===== config.mk =====
export PLATFORM = sky130hd
export DESIGN_NAME = pragmatic_term_scheduler_flat
export DESIGN_NICKNAME = d
export VERILOG_FILES = /design/src/rtl/pragmatic_term_scheduler_if.sv /design/src/rtl/pragmatic_term_scheduler.sv /design/src/flat_wrapper.sv
export SDC_FILE = /design/constraint.sdc
export NUM_CORES = 1
export LEC_CHECK = 0
export CELL_PAD_IN_SITES_DETAIL_PLACEMENT = 2
export CELL_PAD_IN_SITES_GLOBAL_PLACEMENT = 2
export CORE_MARGIN = 2
export CORE_UTILIZATION = 30
export DETAILED_ROUTE_END_ITERATION = 12
export PLACE_DENSITY_LB_ADDON = 0.1
export RECOVER_POWER = 50
export SYNTH_ARGS = -nofsm -noshare
export SYNTH_HDL_FRONTEND = slang
export SYNTH_SLANG_ARGS = --single-unit

===== constraint.sdc =====
create_clock -name clk -period 5.5 [get_ports clk]
set_clock_uncertainty 0.15 [all_clocks]
set_input_delay 0.825 -clock clk [delete_from_list [all_inputs] [get_ports clk]]
set_output_delay 0.825 -clock clk [all_outputs]
set_load 0.02 [all_outputs]

===== src/rtl/pragmatic_term_scheduler_if.sv =====
// pragmatic_term_scheduler_if: vector input and term-group output bundle for the term scheduler
interface pragmatic_term_scheduler_if #(
  parameter int DATA_WIDTH = 8,
  parameter int VEC_LENGTH = 8
);
  localparam int BW = $clog2(DATA_WIDTH);
  logic in_valid;
  logic in_ready;
  logic signed [DATA_WIDTH-1:0] act [VEC_LENGTH];
  logic signed [DATA_WIDTH-1:0] weight [VEC_LENGTH];
  logic out_valid;
  logic out_ready;
  logic out_last;
  logic signed [DATA_WIDTH-1:0] act_in [VEC_LENGTH];
  logic [1:0] shift_1st_sel [VEC_LENGTH];
  logic [VEC_LENGTH-1:0] shift_1st_en;
  logic [VEC_LENGTH-1:0] is_neg;
  logic [BW-1:0] shift_2nd_sel;
  logic shift_2nd_en;
  modport master (
    output in_valid, act, weight, out_ready,
    input in_ready, out_valid, out_last, act_in, shift_1st_sel, shift_1st_en, is_neg,
    shift_2nd_sel, shift_2nd_en
  );
  modport slave (
    input in_valid, act, weight, out_ready,
    output in_ready, out_valid, out_last, act_in, shift_1st_sel, shift_1st_en, is_neg,
    shift_2nd_sel, shift_2nd_en
  );
endinterface


===== src/rtl/pragmatic_term_scheduler.sv =====
// pragmatic_term_scheduler: splits a weight vector into power-of-two term groups sharing a 4-bit window
module pragmatic_term_scheduler #(
  parameter int DATA_WIDTH = 8,
  parameter int VEC_LENGTH = 8
) (
  input logic clk,
  input logic reset,
  pragmatic_term_scheduler_if.slave bus
);
  localparam int BW = $clog2(DATA_WIDTH);
  typedef enum logic {IDLE, RUN} state_t;
  state_t state;
  logic signed [DATA_WIDTH-1:0] act_q [VEC_LENGTH];
  logic [DATA_WIDTH-1:0] mag [VEC_LENGTH];
  logic [VEC_LENGTH-1:0] sign;
  logic [DATA_WIDTH-1:0] or_all;
  logic [BW-1:0] base;
  logic [3:0] win [VEC_LENGTH];
  logic [3:0] iso [VEC_LENGTH];
  logic [DATA_WIDTH-1:0] rem [VEC_LENGTH];
  logic last;
  logic run;
  always_comb begin
    run = state == RUN;
    or_all = '0;
    for (int j = 0; j < VEC_LENGTH; j++) or_all = or_all | mag[j];
    base = '0;
    for (int i = DATA_WIDTH - 1; i >= 0; i--) if (or_all[i]) base = BW'(i);
    last = 1'b1;
    // iso isolates the lowest set bit of each lane's window; rem is the mag left after this group
    for (int j = 0; j < VEC_LENGTH; j++) begin
      win[j] = 4'(mag[j] >> base);
      iso[j] = win[j] & (~win[j] + 4'd1);
      rem[j] = mag[j] & ~(DATA_WIDTH'(iso[j]) << base);
      if (rem[j] != '0) last = 1'b0;
      bus.act_in[j] = act_q[j];
      bus.shift_1st_en[j] = run && (win[j] != 4'd0);
      bus.is_neg[j] = run && (win[j] != 4'd0) && sign[j];
      bus.shift_1st_sel[j] = run ? {iso[j][3] | iso[j][2], iso[j][3] | iso[j][1]} : 2'd0;
    end
    bus.shift_2nd_sel = run ? base : '0;
    bus.shift_2nd_en = run && (or_all != '0);
    bus.out_last = run && last;
    bus.out_valid = run;
    bus.in_ready = (state == IDLE) && !reset;
  end
  always_ff @(posedge clk or posedge reset) begin
    if (reset) begin
      state <= IDLE;
      sign <= '0;
      for (int j = 0; j < VEC_LENGTH; j++) begin
        act_q[j] <= '0;
        mag[j] <= '0;
      end
    end else if (state == IDLE) begin
      if (bus.in_valid) begin
        state <= RUN;
        for (int j = 0; j < VEC_LENGTH; j++) begin
          act_q[j] <= bus.act[j];
          sign[j] <= bus.weight[j][DATA_WIDTH-1];
          mag[j] <= bus.weight[j][DATA_WIDTH-1] ? DATA_WIDTH'(-bus.weight[j]) : DATA_WIDTH'(bus.weight[j]);
        end
      end
    end else if (bus.out_ready) begin
      for (int j = 0; j < VEC_LENGTH; j++) mag[j] <= rem[j];
      if (last) state <= IDLE;
    end
  end
endmodule


===== src/flat_wrapper.sv =====
// flat-port wrapper written by rule: the top's interface ports become plain ports
module pragmatic_term_scheduler_flat 
#(
  parameter int DATA_WIDTH = 8,
  parameter int VEC_LENGTH = 8
)
  (clk, reset, bus_in_valid, bus_act, bus_weight, bus_out_ready, bus_in_ready, bus_out_valid, bus_out_last, bus_act_in, bus_shift_1st_sel, bus_shift_1st_en, bus_is_neg, bus_shift_2nd_sel, bus_shift_2nd_en);
  pragmatic_term_scheduler_if #(.DATA_WIDTH(DATA_WIDTH), .VEC_LENGTH(VEC_LENGTH)) bus_i ();
  input logic clk;
  input logic reset;
  input wire logic [$bits(bus_i.in_valid)-1:0] bus_in_valid;
  input wire logic [$bits(bus_i.act)-1:0] bus_act;
  input wire logic [$bits(bus_i.weight)-1:0] bus_weight;
  input wire logic [$bits(bus_i.out_ready)-1:0] bus_out_ready;
  output wire logic [$bits(bus_i.in_ready)-1:0] bus_in_ready;
  output wire logic [$bits(bus_i.out_valid)-1:0] bus_out_valid;
  output wire logic [$bits(bus_i.out_last)-1:0] bus_out_last;
  output wire logic [$bits(bus_i.act_in)-1:0] bus_act_in;
  output wire logic [$bits(bus_i.shift_1st_sel)-1:0] bus_shift_1st_sel;
  output wire logic [$bits(bus_i.shift_1st_en)-1:0] bus_shift_1st_en;
  output wire logic [$bits(bus_i.is_neg)-1:0] bus_is_neg;
  output wire logic [$bits(bus_i.shift_2nd_sel)-1:0] bus_shift_2nd_sel;
  output wire logic [$bits(bus_i.shift_2nd_en)-1:0] bus_shift_2nd_en;
  assign bus_i.in_valid = bus_in_valid;
  assign bus_i.act = {>>{bus_act}};
  assign bus_i.weight = {>>{bus_weight}};
  assign bus_i.out_ready = bus_out_ready;
  assign bus_in_ready = bus_i.in_ready;
  assign bus_out_valid = bus_i.out_valid;
  assign bus_out_last = bus_i.out_last;
  assign bus_act_in = {>>{bus_i.act_in}};
  assign bus_shift_1st_sel = {>>{bus_i.shift_1st_sel}};
  assign bus_shift_1st_en = bus_i.shift_1st_en;
  assign bus_is_neg = bus_i.is_neg;
  assign bus_shift_2nd_sel = bus_i.shift_2nd_sel;
  assign bus_shift_2nd_en = bus_i.shift_2nd_en;
  pragmatic_term_scheduler #(.DATA_WIDTH(DATA_WIDTH), .VEC_LENGTH(VEC_LENGTH)) u_core (.clk(clk), .reset(reset), .bus(bus_i));
endmodule

# ---- Yosys cells after proc, flatten, opt, wreduce, memory -nomap -nowiden
# Index checks and enable logic that the tools add are counted.
dict set report word_totals {
  ff_bits 137
  in_bits 132
  out_inout_bits 103
  elab_cells 187
}
dict set report classes {
  addsub 16
  eq_ne 1
  n_shift 16
  muxes 40
  bitwise_logic 56
  reduce_logical 40
}
# op count
set op_table {}
lappend op_table {{$mux W64} 3}
lappend op_table {{$reduce_bool A8 Y1} 9}
lappend op_table {{$and A8 B8 Y8} 8}
lappend op_table {{$mux W8} 8}
lappend op_table {{$neg A8 Y8} 8}
lappend op_table {{$not A8 Y8} 8}
lappend op_table {{$shl A4 B3 Y8} 8}
lappend op_table {{$shr A8 B3 Y4} 8}
lappend op_table {{$or A8 B8 Y8} 7}
lappend op_table {{$add A4 B1 Y4 const B} 8}
lappend op_table {{$and A4 B4 Y4} 8}
lappend op_table {{$not A4 Y4} 8}
lappend op_table {{$reduce_bool A4 Y1} 8}
lappend op_table {{$mux W3} 9}
lappend op_table {{$logic_and A1 B1 Y1} 19}
lappend op_table {{$mux W2} 8}
lappend op_table {{$or A1 B1 Y1} 16}
lappend op_table {{$mux W1} 12}
lappend op_table {{$reduce_and A2 Y1} 2}
lappend op_table {{$ne A2 B2 Y1 const B} 1}
lappend op_table {{$reduce_bool A2 Y1} 1}
lappend op_table {{$logic_not A1 Y1} 1}
lappend op_table {{$not A1 Y1} 1}

# ---- Logic depth before layout (Yosys ltp)
dict set report logic_depth {
  word_depth 34
  depth_mapped 17
  mapped_depth_nobuf 12
}

# ---- Worst setup path before layout
# OpenSTA, ideal clock, no wires.
dict set report synth_timing {
  path_type {flip-flop to output port}
  startpoint {register u_core.mag[19] (netlist name)}
  endpoint {output port bus_out_last}
  t_arrival_ns 3.761
  required_time_ns 4.525
  setup_slack_ns 0.764
  stages_incl_launch_ff 16
  path_buffers 3
  path_cell_list {dfrtp_1 buf_6 or4_4 a211o_1 and3_1 buf_6 a21oi_4 buf_6 a21oi_1 a211o_4 o31ai_2 a31oi_1 a2111oi_2 nand4_1 nor4_2 and4_1}
}
dict set report synth_via {
  elab_chain_cells 24
}
# item line_no
set synth_rtl {}
lappend synth_rtl {{start, declared} pragmatic_term_scheduler.sv:14} ;# logic [DATA_WIDTH-1:0] mag [VEC_LENGTH];
lappend synth_rtl {{start signal, assigned by index} pragmatic_term_scheduler.sv:61} ;# mag[j] <= bus.weight[j][DATA_WIDTH-1] ? DATA_WIDTH'(-bus.weight[j]) : DATA_WIDTH'(bus.weight[j]);
lappend synth_rtl {{$or A8 B8 Y8 (3 in series)} pragmatic_term_scheduler.sv:26} ;# for (int j = 0; j < VEC_LENGTH; j++) or_all = or_all | mag[j];
lappend synth_rtl {{$mux W3 (4 in series)} pragmatic_term_scheduler.sv:28} ;# for (int i = DATA_WIDTH - 1; i >= 0; i--) if (or_all[i]) base = BW'(i);
lappend synth_rtl {{$shr A8 B3 Y4} pragmatic_term_scheduler.sv:32} ;# win[j] = 4'(mag[j] >> base);
lappend synth_rtl {{$not A4 Y4} pragmatic_term_scheduler.sv:33} ;# iso[j] = win[j] & (~win[j] + 4'd1);
lappend synth_rtl {{$add A4 B1 Y4} pragmatic_term_scheduler.sv:33}
lappend synth_rtl {{$and A4 B4 Y4} pragmatic_term_scheduler.sv:33}
lappend synth_rtl {{$shl A4 B3 Y8} pragmatic_term_scheduler.sv:34} ;# rem[j] = mag[j] & ~(DATA_WIDTH'(iso[j]) << base);
lappend synth_rtl {{$not A8 Y8} pragmatic_term_scheduler.sv:34}
lappend synth_rtl {{$and A8 B8 Y8} pragmatic_term_scheduler.sv:34}
lappend synth_rtl {{$reduce_bool A8 Y1} pragmatic_term_scheduler.sv:35} ;# if (rem[j] != '0) last = 1'b0;
lappend synth_rtl {{$mux W1 (7 in series)} pragmatic_term_scheduler.sv:35}
lappend synth_rtl {{$mux W1 *} pragmatic_term_scheduler.sv:35}
lappend synth_rtl {{$logic_and A1 B1 Y1 *} pragmatic_term_scheduler.sv:43} ;# bus.out_last = run && last;
lappend synth_rtl {{end, declared} flat_wrapper.sv:17} ;# output wire logic [$bits(bus_i.out_last)-1:0] bus_out_last;
# Every way passes the cells marked *; elsewhere a longest branch is shown, timed or not.

# ---- Final worst setup path
dict set report layout_timing {
  startpoint {register u_core.mag[43] (netlist name)}
  endpoint {output port bus_out_last}
}
dict set report layout_via {
  elab_chain_cells 27
}
# item line_no
set layout_rtl {}
lappend layout_rtl {{$or A8 B8 Y8 (6 in series)} pragmatic_term_scheduler.sv:26}
lappend layout_rtl {{$mux W3 (4 in series)} pragmatic_term_scheduler.sv:28}
lappend layout_rtl {{$shr A8 B3 Y4} pragmatic_term_scheduler.sv:32}
lappend layout_rtl {{$not A4 Y4} pragmatic_term_scheduler.sv:33}
lappend layout_rtl {{$add A4 B1 Y4} pragmatic_term_scheduler.sv:33}
lappend layout_rtl {{$and A4 B4 Y4} pragmatic_term_scheduler.sv:33}
lappend layout_rtl {{$shl A4 B3 Y8} pragmatic_term_scheduler.sv:34}
lappend layout_rtl {{$not A8 Y8} pragmatic_term_scheduler.sv:34}
lappend layout_rtl {{$and A8 B8 Y8} pragmatic_term_scheduler.sv:34}
lappend layout_rtl {{$reduce_bool A8 Y1} pragmatic_term_scheduler.sv:35}
lappend layout_rtl {{$mux W1 (7 in series)} pragmatic_term_scheduler.sv:35}
lappend layout_rtl {{$mux W1 *} pragmatic_term_scheduler.sv:35}
lappend layout_rtl {{$logic_and A1 B1 Y1 *} pragmatic_term_scheduler.sv:43}
# Marks and branches as above.

==> qor.yml <==
run_status:
  status: "finished with violations"
  violations: "max-capacitance violations, max-slew violations, negative setup slack"
worst_setup_path:
  worst_ep_arrival_time_ps: 5320
  critPathKind: "reg2out"
  start_kind: "flip-flop"
  worstSetupEndpointType: "output port"
  required_ps: 4530
  path_max_fanout: 9
clocking:
  cts_root_buffer: "clkbuf_16"
  clock_sinks: 137
  tritoncts: "done"
  numCtsBuffers: 17
  h-tree-depth: 4
  clock_path_buffers: 2
  cts.clk_slew.worst_paths_ps: 70
  cts_hold_buffers: 0
  clkLatencyLatePin_ps: 460
final_layout:
  final_common_cell: "buf_4"
  num-nets-final: 2330
  syn2layout_area_growth_pct: 68.9
  final_area_um2: 19300
  layout_common_cells: "buf_4, nand2_1, clkdlybuf4s50_1, dfrtp_1, nor2_1"
  drive_above_1_share_pct: 31.3
route:
  drcViolationCount: 0
  dr.pass1.iters: 5
  drt_iter0_markers: 1956
  wirelength_um: 93100
  wl_met2_um: 39900
  routed-wl-met3_um: 11200
  drt-wirelength-per-cell_um: 34.2
  via_per_inst: 6.46
  wl_met1_um: 33900
  num_vias: 17600
  ant_nets: 0
  dr.max_layer_used: "met5"
synth:
  synth_xor_area_share_pct: 3.15
  ys.flop_type: "dfrtp_1"
  synth_area_leader_cell: "dfrtp_1"
  synth_nets: 1696
  synth_top_family_by_area: "simple AND/OR/NAND/NOR gates"
  synth_cell_types: 92
  synth_mux_area_share_pct: 1.45
  synthSimpleGateAreaFrac_pct: 30.7
  ys_ff_latch: 137
  ys_seq_area_share_pct: 30.1
  postSynthCellCount: 1556
  synth.avg_cell_area_um2: 7.33
  synth_fa_ha_area_share_pct: 0.878
  yosysWarnings: 0
  synth_top_area_share_pct: 30.1
  synth_edf_count: 0
  async_reset_ff_share_pct: 100
  synth-compound-area-share_pct: 28.0
  synth_area_um2: 11400
  synth_area_leaders: "dfrtp_1, nand2_1, o21ai_0"
timing:
  period_needed_ps: 6290
  slew_headroom_pct: -160
  drv_slew: 156
  setup_slack_ps: -794
  setup_viol: 15
  worst_pin_slew_ps: 3890
  max_freq_ghz: 0.159
  rsz0062_at_grt: "yes"
  hold_violations: 0
  fin_crit_sh_pct: 114
  hold_ws_ps: 322
run:
  max_cap_viol_count: 2
hold_path:
  holdCritPathClass: "reg2reg"
placement:
  dpl_worst_slack_ps: -959
  globalplace.congestion: 1.02
  dpl.hpwl_um: 61500
  dpl-instance-area_um2: 17300
  io_buffers: 234
floorplan:
  rows: 71
  die_area_um2: 39600
  dieWidth_um: 199
  core_area_um2: 37600
  fp.dieH_um: 199
  io_pins: 235
  initial_core_util_pct: 30.3
global_route:
  grt_pass1_vias: 18600
  grt_antenna_before_repair: 11
  gr-total-overflow: 0
  grt_start_max_net_pins: 79
  grt_util_all_layers_pct: 43.5
  grt_pass1_wl_um: 125000
pwr:
  vdd_drop_max_mv: 0.398
  p_per_area_nw_per_um2: 930
  power_mw: 17.9
  p_leak_nw: 8.59
## sequential cells by signal, indices dropped and copies added (netlist names)
| register | count |
|---|---|
| u_core.bus.act_in | 64 |
| u_core.mag | 64 |
| u_core.sign | 8 |
| u_core.bus.out_valid | 1 |
## per-layer routing
metal | up-vias | global-route usage [%]
met3 | 557 | 15.0
met2 | 1322 | 67.8
li1 | 6932 | -
met4 | 2 | 27.4
met5 | - | 0
met1 | 8739 | 51.1
## cells in the mapped netlist, types with 7 or more instances
cell and instances:
nand2_1 359, dfrtp_1 137, nor2_1 133, o21ai_0 104
a21oi_1 94, clkbuf_1 81, nor3_1 40, nand3_1 39
inv_1 32, xor2_1 27, o31ai_1 24, a31oi_1 22
buf_2 21, o211ai_1 21, a211oi_1 20, nand4_1 20
nor4_1 18, and2_1 17, nand2b_1 16, a21o_1 15
o221ai_1 14, xnor2_1 14, a22oi_1 13, and3_1 13
nor4_2 13, o21a_1 13, or4_1 13, mux2i_1 12
nor2b_1 10, o22ai_1 10, or3_1 9, a221o_1 8
a32oi_1 8, ha_1 8, a211o_1 7, a221oi_1 7
buf_1 7
## critical path: stages (launching register included)
cell and delay, ps:
dfrtp_1 440, buf_4 180, nor4_4 470, buf_4 240, buf_4 140, nand2_2 100, a311oi_2 260, buf_4 200
o21ai_4 90, buf_4 180, buf_4 180, a21o_1 180, a21o_1 240, nor3_4 320, a21oi_2 310, nor4_4 440
nand3_4 140, nor4_4 290, and4_4 300, buf_6 120
## stage by stage
step	setup TNS (ps)	std cells	util [%]
after floorplan	0	1556	-
after global placement	-910	2632	46.1
after detailed placement	-959	2632	46.1
after CTS	-264	2704	50.5
after global routing	-3530	2713	51.2
final	-2870	2719	51.2
## cell type report
| cell class | count | area, um2 |
|---|---|---|
| antenna | 6 | 15.0 |
| clock buffer | 21 | 460 |
| clock inverter | 10 | 95.1 |
| fill | 4104 | 18300 |
| inverter | 32 | 120 |
| multi-input combinational | 1267 | 8210 |
| sequential | 137 | 3430 |
| tap | 511 | 639 |
| timing repair buffer | 735 | 6290 |
## path summary, 6_finish.rpt
check | cells past startpoint | slack (ps) | start | to
setup / recovery | 19 | -790 | u_core.mag[43] | bus_out_last
hold / removal | 2 | 320 | u_core.bus.act_in[14] | u_core.bus.act_in[14]
setup reg to reg | 19 | 450 | u_core.mag[43] | u_core.bus.out_valid
hold reg to reg | 2 | 320 | u_core.bus.act_in[14] | u_core.bus.act_in[14]
max in group asynchronous | 3 | 720 | reset | u_core.bus.act_in[0]
min in group asynchronous | 2 | 2010 | reset | u_core.mag[43]
## power breakdown
group          total (mW)  internal (mW)  switching [mW]
registers            1.37           1.19           0.187
logic                15.4           6.40            8.96
clock network        1.17          0.644           0.527
## timing repair
| action | CTS | global route |
|---|---|---|
| setup endpoints to repair | 10 | 17 |
| gates resized for setup | 154 | 46 |
| setup buffers | 41 | 9 |
| pin swaps | 57 | 21 |
| gates cloned | 1 | 0 |
| hold endpoints to repair | 0 | 0 |
## cells by family (layout without fill, tap and decap cells)
family	after synthesis	in the layout
other cells	0	6
fa+ha+maj	8	8
simple gates	739	739
mux	16	16
xor+xnor	41	41
flops	137	137
buf+inv	152	798
compound gates	463	463
Power figures use the tool's default switching activity.
